File: src/rtl/core101_issue_pkg.sv
// Shared constants and helpers for the in-order issue stage.
// Latency: none (constants and a pure function).
// Backpressure: not applicable.
package core101_issue_pkg;

    // Execution unit indices; bit i of a select field targets unit i.
    localparam int INT_UNIT = 0;
    localparam int BRU_UNIT = 1;
    localparam int LSU_UNIT = 2;
    localparam int VEC_UNIT = 3;

    // One-hot select values matching the unit indices above.
    localparam logic [3:0] INT_SEL = 4'b0001;
    localparam logic [3:0] BRU_SEL = 4'b0010;
    localparam logic [3:0] LSU_SEL = 4'b0100;
    localparam logic [3:0] VEC_SEL = 4'b1000;

    // Widest select field the one-hot helper accepts; narrower fields are zero-extended.
    localparam int SEL_MAX_W = 32;

    // True when exactly one bit of v is set.
    function automatic logic is_onehot(input logic [SEL_MAX_W-1:0] v);
        return (v != '0) && ((v & (v - SEL_MAX_W'(1))) == '0);
    endfunction

endpackage

File: src/rtl/issue_fifo.sv
// Generic synchronous FIFO with flush; storage is not reset, only pointers/count.
// Latency: a write becomes readable at rd_dat the cycle after it is accepted (no bypass).
// Backpressure: writes ignored when full, reads ignored when empty; flush overrides both.
module issue_fifo #(
    parameter int WIDTH = 8,
    parameter int DEPTH = 4
) (
    input  logic                       clock_in,
    input  logic                       reset_n_in,
    input  logic                       flush,
    input  logic                       wr_en,
    input  logic [WIDTH-1:0]           wr_dat,
    input  logic                       rd_en,
    output logic [WIDTH-1:0]           rd_dat,
    output logic [$clog2(DEPTH+1)-1:0] count,
    output logic                       empty,
    output logic                       full
);

    localparam int PTR_W = $clog2(DEPTH);
    localparam int CNT_W = $clog2(DEPTH + 1);

    logic [WIDTH-1:0] mem [DEPTH];
    logic [PTR_W-1:0] wr_ptr;
    logic [PTR_W-1:0] rd_ptr;
    logic             do_wr;
    logic             do_rd;

    assign empty  = (count == '0);
    assign full   = (count == CNT_W'(DEPTH));
    assign do_wr  = wr_en && !full && !flush;
    assign do_rd  = rd_en && !empty && !flush;
    assign rd_dat = mem[rd_ptr];

    // Storage write; contents are only ever observed through count-gated logic.
    always_ff @(posedge clock_in) begin
        if (do_wr) begin
            mem[wr_ptr] <= wr_dat;
        end
    end

    // Pointers and occupancy; pointers wrap naturally because DEPTH is a power of two.
    always_ff @(posedge clock_in or negedge reset_n_in) begin
        if (!reset_n_in) begin
            wr_ptr <= '0;
            rd_ptr <= '0;
            count  <= '0;
        end else if (flush) begin
            wr_ptr <= '0;
            rd_ptr <= '0;
            count  <= '0;
        end else begin
            if (do_wr) begin
                wr_ptr <= wr_ptr + PTR_W'(1);
            end
            if (do_rd) begin
                rd_ptr <= rd_ptr + PTR_W'(1);
            end
            case ({do_wr, do_rd})
                2'b10:   count <= count + CNT_W'(1);
                2'b01:   count <= count - CNT_W'(1);
                default: count <= count;
            endcase
        end
    end

endmodule

File: src/rtl/issue_queue.sv
// In-order issue stage: buffers decoded uops and steers the head to one one-hot-selected unit.
// Latency: push in cycle N is offered to its unit in cycle N+1 at the earliest; 1 issue/cycle.
// Backpressure: push_ready_out = not full (independent of unit_ready_in); a stalled head blocks all.
module issue_queue
    import core101_issue_pkg::*;
#(
    parameter int NUM_UNITS = 4,
    parameter int DEPTH     = 4,
    parameter int UOP_W     = 4,
    parameter int PAYLOAD_W = 32
) (
    input  logic                         clock_in,
    input  logic                         reset_n_in,
    input  logic                         flush_in,
    input  logic                         push_valid_in,
    output logic                         push_ready_out,
    input  logic [NUM_UNITS-1:0]         exec_unit_sel_in,
    input  logic [UOP_W-1:0]             exec_uop_in,
    input  logic [PAYLOAD_W-1:0]         payload_in,
    output logic                         illegal_sel_out,
    output logic [NUM_UNITS-1:0]         unit_valid_out,
    input  logic [NUM_UNITS-1:0]         unit_ready_in,
    output logic [NUM_UNITS*UOP_W-1:0]   unit_uop_out,
    output logic [PAYLOAD_W-1:0]         unit_payload_out,
    output logic [$clog2(DEPTH+1)-1:0]   count_out
);

    typedef struct packed {
        logic [NUM_UNITS-1:0] sel;
        logic [UOP_W-1:0]     uop;
        logic [PAYLOAD_W-1:0] payload;
    } entry_t;

    localparam int ENTRY_W = $bits(entry_t);

    entry_t push_entry;
    entry_t head;
    logic   sel_legal;
    logic   push_hs;
    logic   push_accept;
    logic   pop;
    logic   fifo_empty;
    logic   fifo_full;

    assign push_entry = '{sel: exec_unit_sel_in, uop: exec_uop_in, payload: payload_in};

    // A handshake completes whenever there is room; illegal entries are consumed but dropped.
    assign sel_legal      = is_onehot(SEL_MAX_W'(exec_unit_sel_in));
    assign push_ready_out = !fifo_full;
    assign push_hs        = push_valid_in && push_ready_out;
    assign push_accept    = push_hs && sel_legal && !flush_in;

    // Head retires as soon as its selected unit accepts it.
    assign pop = |(unit_valid_out & unit_ready_in);

    issue_fifo #(
        .WIDTH (ENTRY_W),
        .DEPTH (DEPTH)
    ) u_fifo (
        .clock_in   (clock_in),
        .reset_n_in (reset_n_in),
        .flush      (flush_in),
        .wr_en      (push_accept),
        .wr_dat     (push_entry),
        .rd_en      (pop),
        .rd_dat     (head),
        .count      (count_out),
        .empty      (fifo_empty),
        .full       (fifo_full)
    );

    // One-cycle rejection pulse; a flush in the offering cycle suppresses it.
    always_ff @(posedge clock_in or negedge reset_n_in) begin
        if (!reset_n_in) begin
            illegal_sel_out <= 1'b0;
        end else begin
            illegal_sel_out <= push_hs && !sel_legal && !flush_in;
        end
    end

    // Steer the head to its unit; everything is zero while empty so stale storage never leaks.
    always_comb begin
        unit_valid_out   = '0;
        unit_uop_out     = '0;
        unit_payload_out = '0;
        if (!fifo_empty) begin
            unit_valid_out   = head.sel;
            unit_payload_out = head.payload;
            for (int i = 0; i < NUM_UNITS; i++) begin
                if (head.sel[i]) begin
                    unit_uop_out[i*UOP_W +: UOP_W] = head.uop;
                end
            end
        end
    end

endmodule

File: config.mk
export PLATFORM = sky130hd
export DESIGN_NAME = issue_queue
export DESIGN_NICKNAME = d
export VERILOG_FILES = /design/src/rtl/core101_issue_pkg.sv /design/src/rtl/issue_fifo.sv /design/src/rtl/issue_queue.sv
export SDC_FILE = /design/constraint.sdc
export NUM_CORES = 1
export LEC_CHECK = 0
export CAP_MARGIN = 20
export CORE_MARGIN = 2
export CORE_UTILIZATION = 31
export DETAILED_ROUTE_END_ITERATION = 10
export SLEW_MARGIN = 0
export SYNTH_ARGS = -nofsm -noshare
export SYNTH_HDL_FRONTEND = slang
export SYNTH_SLANG_ARGS = --single-unit
File: constraint.sdc
create_clock -name clock_in -period 3 [get_ports clock_in]
set_input_delay 0.6 -clock clock_in [delete_from_list [all_inputs] [get_ports clock_in]]
set_output_delay 0.6 -clock clock_in [all_outputs]
set_load 0.01 [all_outputs]
==> impl_metrics.tcl <==
set metrics [dict create \
    place_inst 734 \
    hold_viol 0 \
    cp-end-kind "output port" \
    drive_above_1_share_pct 22.31 \
    drcViolationCount 0 \
    cts_htree_levels 4 \
    syn_inst 344 \
    clock_skew_ns 0.007578 \
    syn_nets 397 \
    syn_area_sq_mm 0.006765 \
    max_freq_mhz 342.1 \
    cts_sinks 168 \
    setup_viol 0 \
    vdd_drop_max_v 0.0003802 \
    vias_per_cell 4.625 \
    ys_seq_area_share_pct 73.98 \
    fin_crit_ns 2.923 \
    place_congestion 0.7277 \
    grtUsageTotal_pct 12.63 \
    crit_chain "buf_12 > mux4_2 > and3_1 > clkdlybuf4s50_1" \
    slew_viol_final 0 \
    post-dp-hpwl_um 9036 \
    max-clock-path-buffers 2 \
    cts_hold_buf 0 \
    detail-route-antenna-nets 0 \
    clk_latency_ns 0.42 \
    clk_pin_slew_ns 0.06 \
    crit_fanout 10 \
    die_width_um 151.7 \
    grt_pass1_vias 3739 \
    num_rows 54 \
    timing.final.crit_share_pct 97.45 \
    reg2reg_depth 10 \
    worstMarginPinSlew_ns 0.4985 \
    die_h_um 151.7 \
    cp_data_required_time_ns 2.40 \
    synth_mux_area_share_pct 13.82 \
    final_cells 773 \
    fin_setup_tns_ns 0 \
    critPathKind "flip-flop to output port" \
    cp.arrival_ns 2.32 \
    num_antenna_cells 0 \
    hp-class "input port to asynchronous set/reset pin" \
    cts_made_buffers 17 \
    first_iter_violations 180 \
    synth_compound_area_share_pct 1.923 \
    wl_per_cell_um 18.03 \
    antenna_found_initial 1 \
    port_buffers 104 \
    synth_xor_area_share_pct 0.4994 \
    grt_pass1_wl_um 21050 \
    syn_to_final_growth_pct 34.88 \
    fin_nets 533 \
    p_leak_nw 3.349 \
    postSynthRegisterBits 168 \
    outcome "completed" \
    powerDensity_mw_per_mm2 816.9 \
    slowest_delay_ns 0.56 \
    drt-pass1-iter-count 4 \
    coreArea_sq_mm 0.02162 \
    overflow 0 \
    ys_warn_count 0 \
    maxCapViolCount 0 \
    synth_cell_types 42 \
    fp.dieArea_sq_mm 0.02302 \
    slowest_stage "mux4_2" \
    fill_cells 1903 \
    relSlewSlack_pct 66.57 \
    root_buffer "clkbuf_16" \
    num_vias 3575 \
    grt_max_degree 25 \
    ioPinCount 105 \
    start_util_pct 31.29 \
    synth-adder-area-share_pct 1.036 \
    avgSynthCellArea_sq_um 19.67 \
    synthSimpleGateAreaFrac_pct 7.194 \
    wl_um 13940 \
    synth_top_family_by_area "multiplexers" \
    start_kind "flip-flop" \
    cts_tree "done" \
]
==> repair_timing <==
action                                  4_1_cts  5_1_grt
pin swaps                                     0        2
gates resized for setup                      10       27
endpoints found under the setup margin       51       40
cloned                                        0        1
setup buffers                                 0        6
==> state kept, by name, indices dropped and copies added, names as in the netlist <==
| name | cells |
|---|---|
| u_fifo.count | 3 |
| u_fifo.rd_ptr | 2 |
| illegal_sel_out | 1 |
| u_fifo.mem | 160 |
| u_fifo.wr_ptr | 2 |
==> worst max-delay path, delay by kind of cell (launching register included) <==
family | cells | cell delay, ns
simple gates | 1 | 0.21
buf+inv | 2 | 0.64
flops | 1 | 0.48
mux | 1 | 0.56
==> per-layer routing <==
metal / GRT usage, % / wire (um)
met5: 0 / 11
met4: 5.000 / 214
met3: 3.743 / 734
met2: 20.14 / 6870
met1: 16.27 / 6109
==> cells in the final DEF (no fill, tap or decap), types with 3 or more instances in the layout <==
cell type,synthesis,routed
and2_1,37,33
dfrtp_1,8,6
dlymetal6s2s_1,0,24
mux2_2,3,3
buf_12,0,11
nand2_1,7,7
clkbuf_16,0,18
and3_1,6,6
edfxtp_1,160,160
nor2_1,8,8
ha_1,4,4
clkbuf_1,10,4
mux4_2,37,38
buf_4,0,14
o211ai_1,3,3
clkinvlp_4,0,4
and2_2,0,4
inv_1,10,9
mux2i_1,3,3
nor2b_1,10,10
clkdlybuf4s50_1,0,79
==> stage by stage <==
stage	total power, mW	worst slack, ns	instance area [sq um]	hold slack (ns)	utilization, %
after floorplan	4.053	0.2425	6765	0.3044	-
after global placement	5.352	-0.03091	8378	0.5645	38.75
after detailed placement	5.357	-0.1837	8378	0.5963	38.75
after CTS	7.520	0.002751	8979	0.4745	41.53
after global routing	7.862	-0.009236	9125	0.4840	42.20
final	7.455	0.07656	9125	0.4891	42.20
==> cells by family after synthesis <==
family                   after synthesis
AO/OA/AOI/OAI                         15
XOR/XNOR                               3
adder cells (fa/ha/maj)                5
buffers and inverters                 26
flip-flops                           168
multiplexers                          45
AND/OR/NAND/NOR                       82
==> area by class of cell <==
class	instances	area, sq um	share of cell area, %
multi-input cells	150	1662	18.21
flip-flops and latches	168	5010	54.90
clock buffers	21	440.4	4.827
inverters	10	37.54	0.4114
well taps	280	350.3	3.839
repair buffers	133	1500	16.44
clock inverters	11	125.1	1.371
==> synthesized netlist by cell type, drive strengths merged <==
cell	count	area share (%)
and3	6	0.55
or3b	1	0.13
mux4	38	13
nand2	7	0.39
mux2i	3	0.44
or4	1	0.11
and2	38	3.6
inv	10	0.55
edfxtp	160	71
o2bb2ai	2	0.26
o21ai	2	0.15
mux2	4	0.67
nand3b	1	0.11
a21oi	1	0.074
dfrtp	8	3.0
clkbuf	10	0.55
nor4	2	0.18
ha	4	0.74
nor3	1	0.074
o31ai	1	0.11
or3	2	0.18
nor4b	2	0.26
fa	1	0.30
o31a	1	0.13
o21a	1	0.11
buf	6	0.44
nor2b	10	0.92
nor2	9	0.54
o41ai	1	0.41
xnor2	1	0.13
a211oi	1	0.11
nand2b	2	0.18
a31oi	1	0.093
o32a	1	0.15
o211ai	3	0.33
xor2	2	0.37
==> path summary, 6_finish.rpt <==
kind                               endpoint             start  slack, ns
setup / recovery           unit_uop_out[13]  u_fifo.rd_ptr[0]       0.08
hold / removal              illegal_sel_out        reset_n_in       0.49
setup reg to reg            u_fifo.count[2]  u_fifo.rd_ptr[0]       0.11
hold reg to reg            u_fifo.wr_ptr[0]  u_fifo.wr_ptr[0]       0.61
max in group asynchronous  u_fifo.rd_ptr[0]        reset_n_in       2.17
min in group clock_in      u_fifo.wr_ptr[0]  u_fifo.wr_ptr[0]       0.61
==> report_power, final <==
group	internal, mW	total (mW)	switching, mW
Clock	1.23	2.09	0.866
Sequential	2.63	2.69	0.0594
Combinational	1.50	2.67	1.17
Total	5.36	7.45	2.09
No activity file was read; power rests on OpenSTA's default activity.
